### src/rtl/grf_wb_writer.sv
// rtl/grf_wb_writer.sv - GRF write-port driver merging W-stage and long-latency writebacks
//
// Purpose: merges the in-order W-stage write and buffered long-latency results
// into one registered GRF write stream. It also keeps a 32-bit pending
// scoreboard so decode can stall reads of registers not yet written.
//
// Optional feature: define GRF_WB_TRACE_EN to print one trace line per GRF write.
//
// Ports:
//   clk, reset                         clock, synchronous active-high reset
//   pipe_we/waddr/wdata/pc             W-stage write (never stalled)
//   rsv_valid/rsv_addr                 reserve a destination register
//   lat_valid/lat_ready/lat_waddr/     long-latency result handshake
//   lat_wdata/lat_pc
//   rd_addr1/2, rd_busy1/2             decode scoreboard lookups
//   fifo_count                         buffered result count
//   grf_we/waddr/wdata/pc              registered GRF write port
//   idle                               nothing buffered, reserved or being written
module grf_wb_writer #(
  parameter int DEPTH = 4,
  localparam int CNT_W = $clog2(DEPTH) + 1
) (
  input  logic             clk,
  input  logic             reset,
  input  logic             pipe_we,
  input  logic [4:0]       pipe_waddr,
  input  logic [31:0]      pipe_wdata,
  input  logic [31:0]      pipe_pc,
  input  logic             rsv_valid,
  input  logic [4:0]       rsv_addr,
  input  logic             lat_valid,
  output logic             lat_ready,
  input  logic [4:0]       lat_waddr,
  input  logic [31:0]      lat_wdata,
  input  logic [31:0]      lat_pc,
  input  logic [4:0]       rd_addr1,
  input  logic [4:0]       rd_addr2,
  output logic             rd_busy1,
  output logic             rd_busy2,
  output logic [CNT_W-1:0] fifo_count,
  output logic             grf_we,
  output logic [4:0]       grf_waddr,
  output logic [31:0]      grf_wdata,
  output logic [31:0]      grf_pc,
  output logic             idle
);

  localparam int PTR_W = $clog2(DEPTH);
  localparam logic [CNT_W-1:0] FULL_CNT = CNT_W'(DEPTH);

  logic [4:0]       q_addr [DEPTH];
  logic [31:0]      q_data [DEPTH];
  logic [31:0]      q_pc   [DEPTH];
  logic [PTR_W-1:0] wr_ptr;
  logic [PTR_W-1:0] rd_ptr;
  logic [CNT_W-1:0] count;
  logic [31:0]      pending;
  logic [31:0]      pending_next;

  logic             pipe_sel;
  logic             pop;
  logic             push;
  logic [4:0]       head_addr;
  logic [31:0]      head_data;
  logic [31:0]      head_pc;

  // Ready depends only on the current count: a full FIFO refuses a result
  // even in a cycle where it pops, which keeps this path free of pop logic.
  assign lat_ready = !reset && (count < FULL_CNT);

  // Writes to $0 from the pipe are dropped and leave the slot free for a pop.
  assign pipe_sel = pipe_we && (pipe_waddr != 5'd0);
  assign pop      = !pipe_sel && (count != '0);
  // A result for $0 completes the handshake but is never stored.
  assign push     = lat_valid && lat_ready && (lat_waddr != 5'd0);

  assign head_addr = q_addr[rd_ptr];
  assign head_data = q_data[rd_ptr];
  assign head_pc   = q_pc[rd_ptr];

  // Set is applied after clear so a same-cycle reservation wins.
  always_comb begin
    pending_next = pending;
    if (pop) begin
      pending_next[head_addr] = 1'b0;
    end
    if (rsv_valid) begin
      pending_next[rsv_addr] = 1'b1;
    end
    pending_next[0] = 1'b0;
  end

  // Storage carries no reset; validity is tracked by count and pointers.
  always_ff @(posedge clk) begin
    if (push) begin
      q_addr[wr_ptr] <= lat_waddr;
      q_data[wr_ptr] <= lat_wdata;
      q_pc[wr_ptr]   <= lat_pc;
    end
  end

  always_ff @(posedge clk) begin
    if (reset) begin
      wr_ptr    <= '0;
      rd_ptr    <= '0;
      count     <= '0;
      pending   <= '0;
      grf_we    <= 1'b0;
      grf_waddr <= 5'd0;
      grf_wdata <= 32'd0;
      grf_pc    <= 32'd0;
    end else begin
      if (push) begin
        wr_ptr <= wr_ptr + PTR_W'(1);
      end
      if (pop) begin
        rd_ptr <= rd_ptr + PTR_W'(1);
      end
      case ({push, pop})
        2'b10:   count <= count + CNT_W'(1);
        2'b01:   count <= count - CNT_W'(1);
        default: count <= count;
      endcase
      pending <= pending_next;

      if (pipe_sel) begin
        grf_we    <= 1'b1;
        grf_waddr <= pipe_waddr;
        grf_wdata <= pipe_wdata;
        grf_pc    <= pipe_pc;
      end else if (pop) begin
        grf_we    <= 1'b1;
        grf_waddr <= head_addr;
        grf_wdata <= head_data;
        grf_pc    <= head_pc;
      end else begin
        grf_we    <= 1'b0;
        grf_waddr <= 5'd0;
        grf_wdata <= 32'd0;
        grf_pc    <= 32'd0;
      end
    end
  end

  assign rd_busy1   = pending[rd_addr1] && (rd_addr1 != 5'd0);
  assign rd_busy2   = pending[rd_addr2] && (rd_addr2 != 5'd0);
  assign fifo_count = count;
  assign idle       = (count == '0) && (pending == 32'd0) && !grf_we;

`ifdef GRF_WB_TRACE_EN
  always @(posedge clk) begin
    if (!reset && pipe_sel) begin
      $display("%d@%h: $%d <= %h", $time, pipe_pc, pipe_waddr, pipe_wdata);
    end else if (!reset && pop) begin
      $display("%d@%h: $%d <= %h", $time, head_pc, head_addr, head_data);
    end
  end
`else
`endif

endmodule

### config.mk
export PLATFORM = sky130hd
export DESIGN_NAME = grf_wb_writer
export DESIGN_NICKNAME = d
export VERILOG_FILES = /design/src/rtl/grf_wb_writer.sv
export SDC_FILE = /design/constraint.sdc
export NUM_CORES = 1
export LEC_CHECK = 0
export ABC_AREA = 1
export CAP_MARGIN = 0
export CORE_ASPECT_RATIO = 0.6
export CORE_MARGIN = 5
export CORE_UTILIZATION = 41
export DETAILED_ROUTE_END_ITERATION = 16
export PLACE_DENSITY = 0.67
export SYNTH_ARGS = -nofsm -noshare
export SYNTH_HDL_FRONTEND = slang
export SYNTH_SLANG_ARGS = --single-unit
### constraint.sdc
create_clock -name clk -period 10.9 [get_ports clk]
set_input_delay 2.18 -clock clk [delete_from_list [all_inputs] [get_ports clk]]
set_output_delay 2.18 -clock clk [all_outputs]
set_load 0.02 [all_outputs]
=== Word level (Yosys, flattened, before mapping) ===
Memory sizes are Yosys's and may differ from the RTL's. A register that Yosys moved wholly into a read port is not among the register bits.
Index checks and enable logic that the tools add are counted.

* RAM bits: 276
* Logic and storage cells: 77
* Bits in registers: 109
* Memories: 3

{| class="wikitable"
|+ Memory list
! name !! words !! width !! rd ports !! clocked after memory_dff !! write ports !! line !! source
|-
| q_data || 4 || 32 || 1 || 1 || 1 || 52 || <nowiki>logic [31:0] q_data [DEPTH];</nowiki>
|-
| q_pc || 4 || 32 || 1 || 1 || 1 || 53 || <nowiki>logic [31:0] q_pc [DEPTH];</nowiki>
|-
| q_addr || 4 || 5 || 1 || 1 || 1 || 51 || <nowiki>logic [4:0] q_addr [DEPTH];</nowiki>
|}

* Add/subtract/negate cells: 4
* Reductions and logical operators: 22
* Bitwise operators: 3
* Equal/unequal tests: 2
* Multiplexer cells: 27
* Magnitude comparators: 7

{| class="wikitable"
|+ Operator list
! operator !! count
|-
| 32-bit 2-to-1 mux || 6
|-
| 32-bit AND || 1
|-
| 32-bit zero test || 1
|-
| 32-bit NOT || 1
|-
| 32-bit OR || 1
|-
| 5-bit by 6-bit less-than comparator with 1-bit output (second input constant) || 4
|-
| 5-bit nonzero test || 4
|-
| 2-bit 2-to-1 mux || 6
|-
| 1-bit logical AND || 11
|-
| 1-bit binary-select mux with 5-bit select || 2
|-
| 1-bit demux with 5-bit select || 2
|-
| 5-bit by 1-bit greater-or-equal comparator with 1-bit output (second input constant) || 2
|-
| 5-bit 2-to-1 mux || 2
|-
| 1-bit 2-to-1 mux || 8
|-
| 3-bit one-hot mux with 2 select lines || 1
|-
| 2-bit by 1-bit adder with 2-bit output (second input constant) || 2
|-
| 3-bit by 1-bit adder with 3-bit output (second input constant) || 1
|-
| 1-bit zero test || 3
|-
| 3-bit zero test || 1
|-
| 3-bit less-than comparator (second input constant) || 1
|-
| 3-bit nonzero test || 1
|-
| 3-bit by 1-bit subtractor with 3-bit output (second input constant) || 1
|-
| 2-bit by 1-bit equality test with 1-bit output (second input constant) || 1
|-
| 2-bit equality test (second input constant) || 1
|-
| 2-bit nonzero test || 1
|}

=== Longest topological paths before layout ===
* Depth in word-level cells: 9
* Gate-level depth with buffers: 13
* Gate-level depth less buffers: 12

=== Least setup slack after synthesis ===
Ideal clock, no wire load.

* Path type: input -> register
* From: input port reset
* To: memory q_addr[0][0], enable pin
* Path slack: 4.661 ns
* Data required time: 10.403 ns
* Cell stages on the path: 3
* Data arrival time: 5.742 ns
* Setup time: 0.497 ns
* Path through: nor2_1 -> nand3_1 -> nor2_1

* Word-level cells in the longest chain between the ends: 6

{| class="wikitable"
|+ RTL lines
! what !! line !! source
|-
| start, declared || 24 || <nowiki>input logic reset,</nowiki>
|-
| 1-bit zero test || 69 || <nowiki>assign lat_ready = !reset && (count < FULL_CNT);</nowiki>
|-
| 1-bit logical AND || 69 ||
|-
| 1-bit logical AND (2 in a row) || 75 || <nowiki>assign push = lat_valid && lat_ready && (lat_waddr != 5'd0);</nowiki>
|-
| 1-bit 2-to-1 mux || 95 || <nowiki>if (push) begin</nowiki>
|-
| 1-bit 2-to-1 mux (implied by the code) || 96 || <nowiki>q_addr[wr_ptr] <= lat_waddr;</nowiki>
|-
| end, declared || 51 ||
|}

No other way between the ends.

=== Worst setup path after layout ===
* From: input port rd_addr2[0]
* To: output port rd_busy2

* Word-level cells in the longest chain between the ends: 3

{| class="wikitable"
|+ RTL lines
! what !! line !! source
|-
| start, declared || 37 || <nowiki>input logic [4:0] rd_addr2,</nowiki>
|-
| 1-bit binary-select mux with 5-bit select || 146 || <nowiki>assign rd_busy2 = pending[rd_addr2] && (rd_addr2 != 5'd0);</nowiki>
|-
| 1-bit 2-to-1 mux (implied by the code) || 146 ||
|-
| 1-bit logical AND (*) || 146 ||
|-
| end, declared || 39 || <nowiki>output logic rd_busy2,</nowiki>
|}

Mark *: on every way between the ends. The rest lies on a longest branch, timed or not. The select of a mux whose other input is x is not followed.

==> impl_metrics.ini <==
[sta]
setup_viol = 0
max_slew_margin_pct = 24.17
skew_ns = 0.008068
rsz0062_at_grt = no
finalCriticalPeriod_ns = 6.861
worst_pin_slew_ns = 1.129
finalSetupTns_ns = 0
fmax_mhz = 145.8
hold_viol = 0
fin_crit_sh_pct = 62.95
slew_violations = 0

[clock_network]
root_buffer = clkbuf_16
holdBufCountCts = 0
clkSlewWorstSetupHoldPaths_ns = 0.07
insertion_delay_ns = 0.52
post-cts-setup-buffers = 0
clock-sinks = 386
cts_resized = 0
cts_tree = built
cts_max_path_buffers = 3
cts_max_level = 2
cts_made_buffers = 38

[global_routing]
antenna_found_initial = 1
grt_usage_pct = 19.69
grt_max_degree = 96
gr-total-overflow = 0
first_global_vias = 11020
grt_pass1_wl_microns = 64600

[setup_path]
worst_setup_path_start_kind = input pin
crit_fanout = 25
critical-path-max-stage-delay_ns = 0.96
slowest_stage = clkdlybuf4s50_1
cp_data_arrival_time_ns = 4.68
path_common_cell = nand2_1
crit_family = buffers and inverters
crit_required_ns = 8.72
worstSetupPathType = input pin to output port
cp-end-kind = output port
critical_path.n_buffers_inverters = 3
cp_cell_sequence = clkdlybuf4s50_1, inv_1, a21oi_1, o21ai_0, nand3_1, nand3_1, nand2_1, nand2_1, nand2_1, clkdlybuf4s50_1

[yosys]
synth_mux_area_share_pct = 0
syn_area_sq_um = 15380
synth_seq_cells = 386
ys_top_cells_by_area = edfxtp_1, dfxtp_1, nand2_1
avgSynthCellArea_sq_um = 10.78
yosysSeqAreaShare_pct = 68.19
yosysWarnings = 0
async_flop_share_pct = 0
yosys.area.top_type = edfxtp_1
yosys.area_share.simple_pct = 14.86
synth_common_cells = nand2_1, edfxtp_1, nor2_1
synthDistinctLibCells = 32
synth_cells = 1427
synth_most_common_cell = nand2_1
synth_top_family_by_area = simple AND/OR/NAND/NOR gates
synth_top_flop_cell = edfxtp_1
synthAdderAreaFrac_pct = 0.5368
synth_xor_area_share_pct = 0.05693
synth_compound_area_share_pct = 12.50
synth_nets = 1591
synth_edf_count = 276
synth_top_cell_area_share_pct = 53.88

[die]
die_w_microns = 260.1
die_area_sq_um = 41620
die_y_microns = 160.0
pin_count = 235
core_sq_um = 37370
rows = 55
initial_core_util_pct = 41.17

[power]
ir_drop_v = 0.0001090
power.leakage_nw = 6.651
p_total_mw = 3.942
power_density_nw_per_um2 = 204.3

[drt]
drtIter0Drc = 1048
wire_per_inst_microns = 19.33
ant_nets = 0
via_count = 11340
drcViolationCount = 0
first_pass_iters = 6
vias_per_cell = 5.208
wl_microns = 42080

[placed_design]
dpl.hpwl_microns = 26700
port-buffer-count = 234
globalplace.congestion = 0.9475

[layout]
nFillCells = 3356
nets = 1799
num_antenna_cells = 0
syn_to_final_growth_pct = 25.45
drive_gt1_share_pct = 7.091

[min_path]
hold_class = register to register

[outcome]
outcome = completed

[run]
drv_cap = 0
state kept, by name (all words and copies together), names as in the netlist, named ones only:
register,count
q_data,128
q_pc,128
grf_pc,32
grf_wdata,32
pending,31
q_addr,20
grf_waddr,5
fifo_count,3
rd_ptr,2
wr_ptr,2
grf_we,1
stage by stage:
step	hold WS (ns)	cells	utilization [%]	setup slack [ns]	cell area (sq um)
floorplan	0.4517	1427	-	4.661	15380
global placement	0.4656	2108	48.42	4.099	18090
detailed placement	0.4800	2108	48.42	4.085	18090
CTS	0.4893	2177	51.65	4.078	19300
global route	0.5122	2177	51.65	3.778	19300
finish	0.4919	2177	51.65	4.039	19300
where the power goes:
part	switching [mW]	internal (mW)	total, mW
Combinational	0.607	0.323	0.929
Clock	0.543	0.732	1.28
Sequential	0.0542	1.68	1.74
Total	1.20	2.74	3.94
worst paths after layout:
kind | start | to | slack, ns | cells past startpoint
worst min-delay path | pending[10] | pending[10] | 0.49 | 2
worst max register to register | fifo_count[2] | q_data[3][7] | 7.72 | 4
worst min register to register | pending[10] | pending[10] | 0.49 | 2
worst max-delay path | rd_addr2[0] | rd_busy2 | 4.04 | 10
cell usage in the layout, fill, tap and decap left out, drive strengths merged:
cell	n
nand2	343
edfxtp	276
clkdlybuf4s50	233
nor2	163
o21ai	151
a21oi	121
dfxtp	110
o22ai	64
clkbuf	56
inv	52
nand3	27
buf	13
nor3	10
o211ai	10
clkinv	9
nor4	7
ha	5
nand4	3
a31oi	3
clkinvlp	2
nand3b	1
xor2	1
o21bai	1
and3	1
fa	1
bufinv	1
cells by family (layout without fill, tap and decap cells):
kind of cell,count (synthesis),count (layout)
buffers and inverters,129,366
DFF,386,386
adders and majority gates,6,6
AOI/OAI and AO/OA,350,350
xor gates and xnor gates,1,1
and+or+nand+nor,555,555
worst register-to-register path: stages (launching register included):
cell	delay, ns
dfxtp_1	0.37
nor2_1	0.23
nand3_1	0.48
nor2_4	1.02
buf_4	0.63
final cells by class:
type	count	area (sq um)	area share [%]
Tap cell	513	641.9	3.326
Clock buffer	56	1111	5.757
Multi-Input combinational cell	912	4330	22.44
Inverter	51	196.4	1.018
Sequential cell	386	10500	54.38
Timing Repair Buffer	246	2430	12.59
Clock inverter	13	93.84	0.4863
routing by layer:
layer / GRT usage [%] / wire length, microns
met1: 30.31 / 19990
met2: 28.37 / 17780
met3: 4.946 / 3661
met4: 3.911 / 638
met5: 0 / 15
No activity file was read; power rests on OpenSTA's default activity.
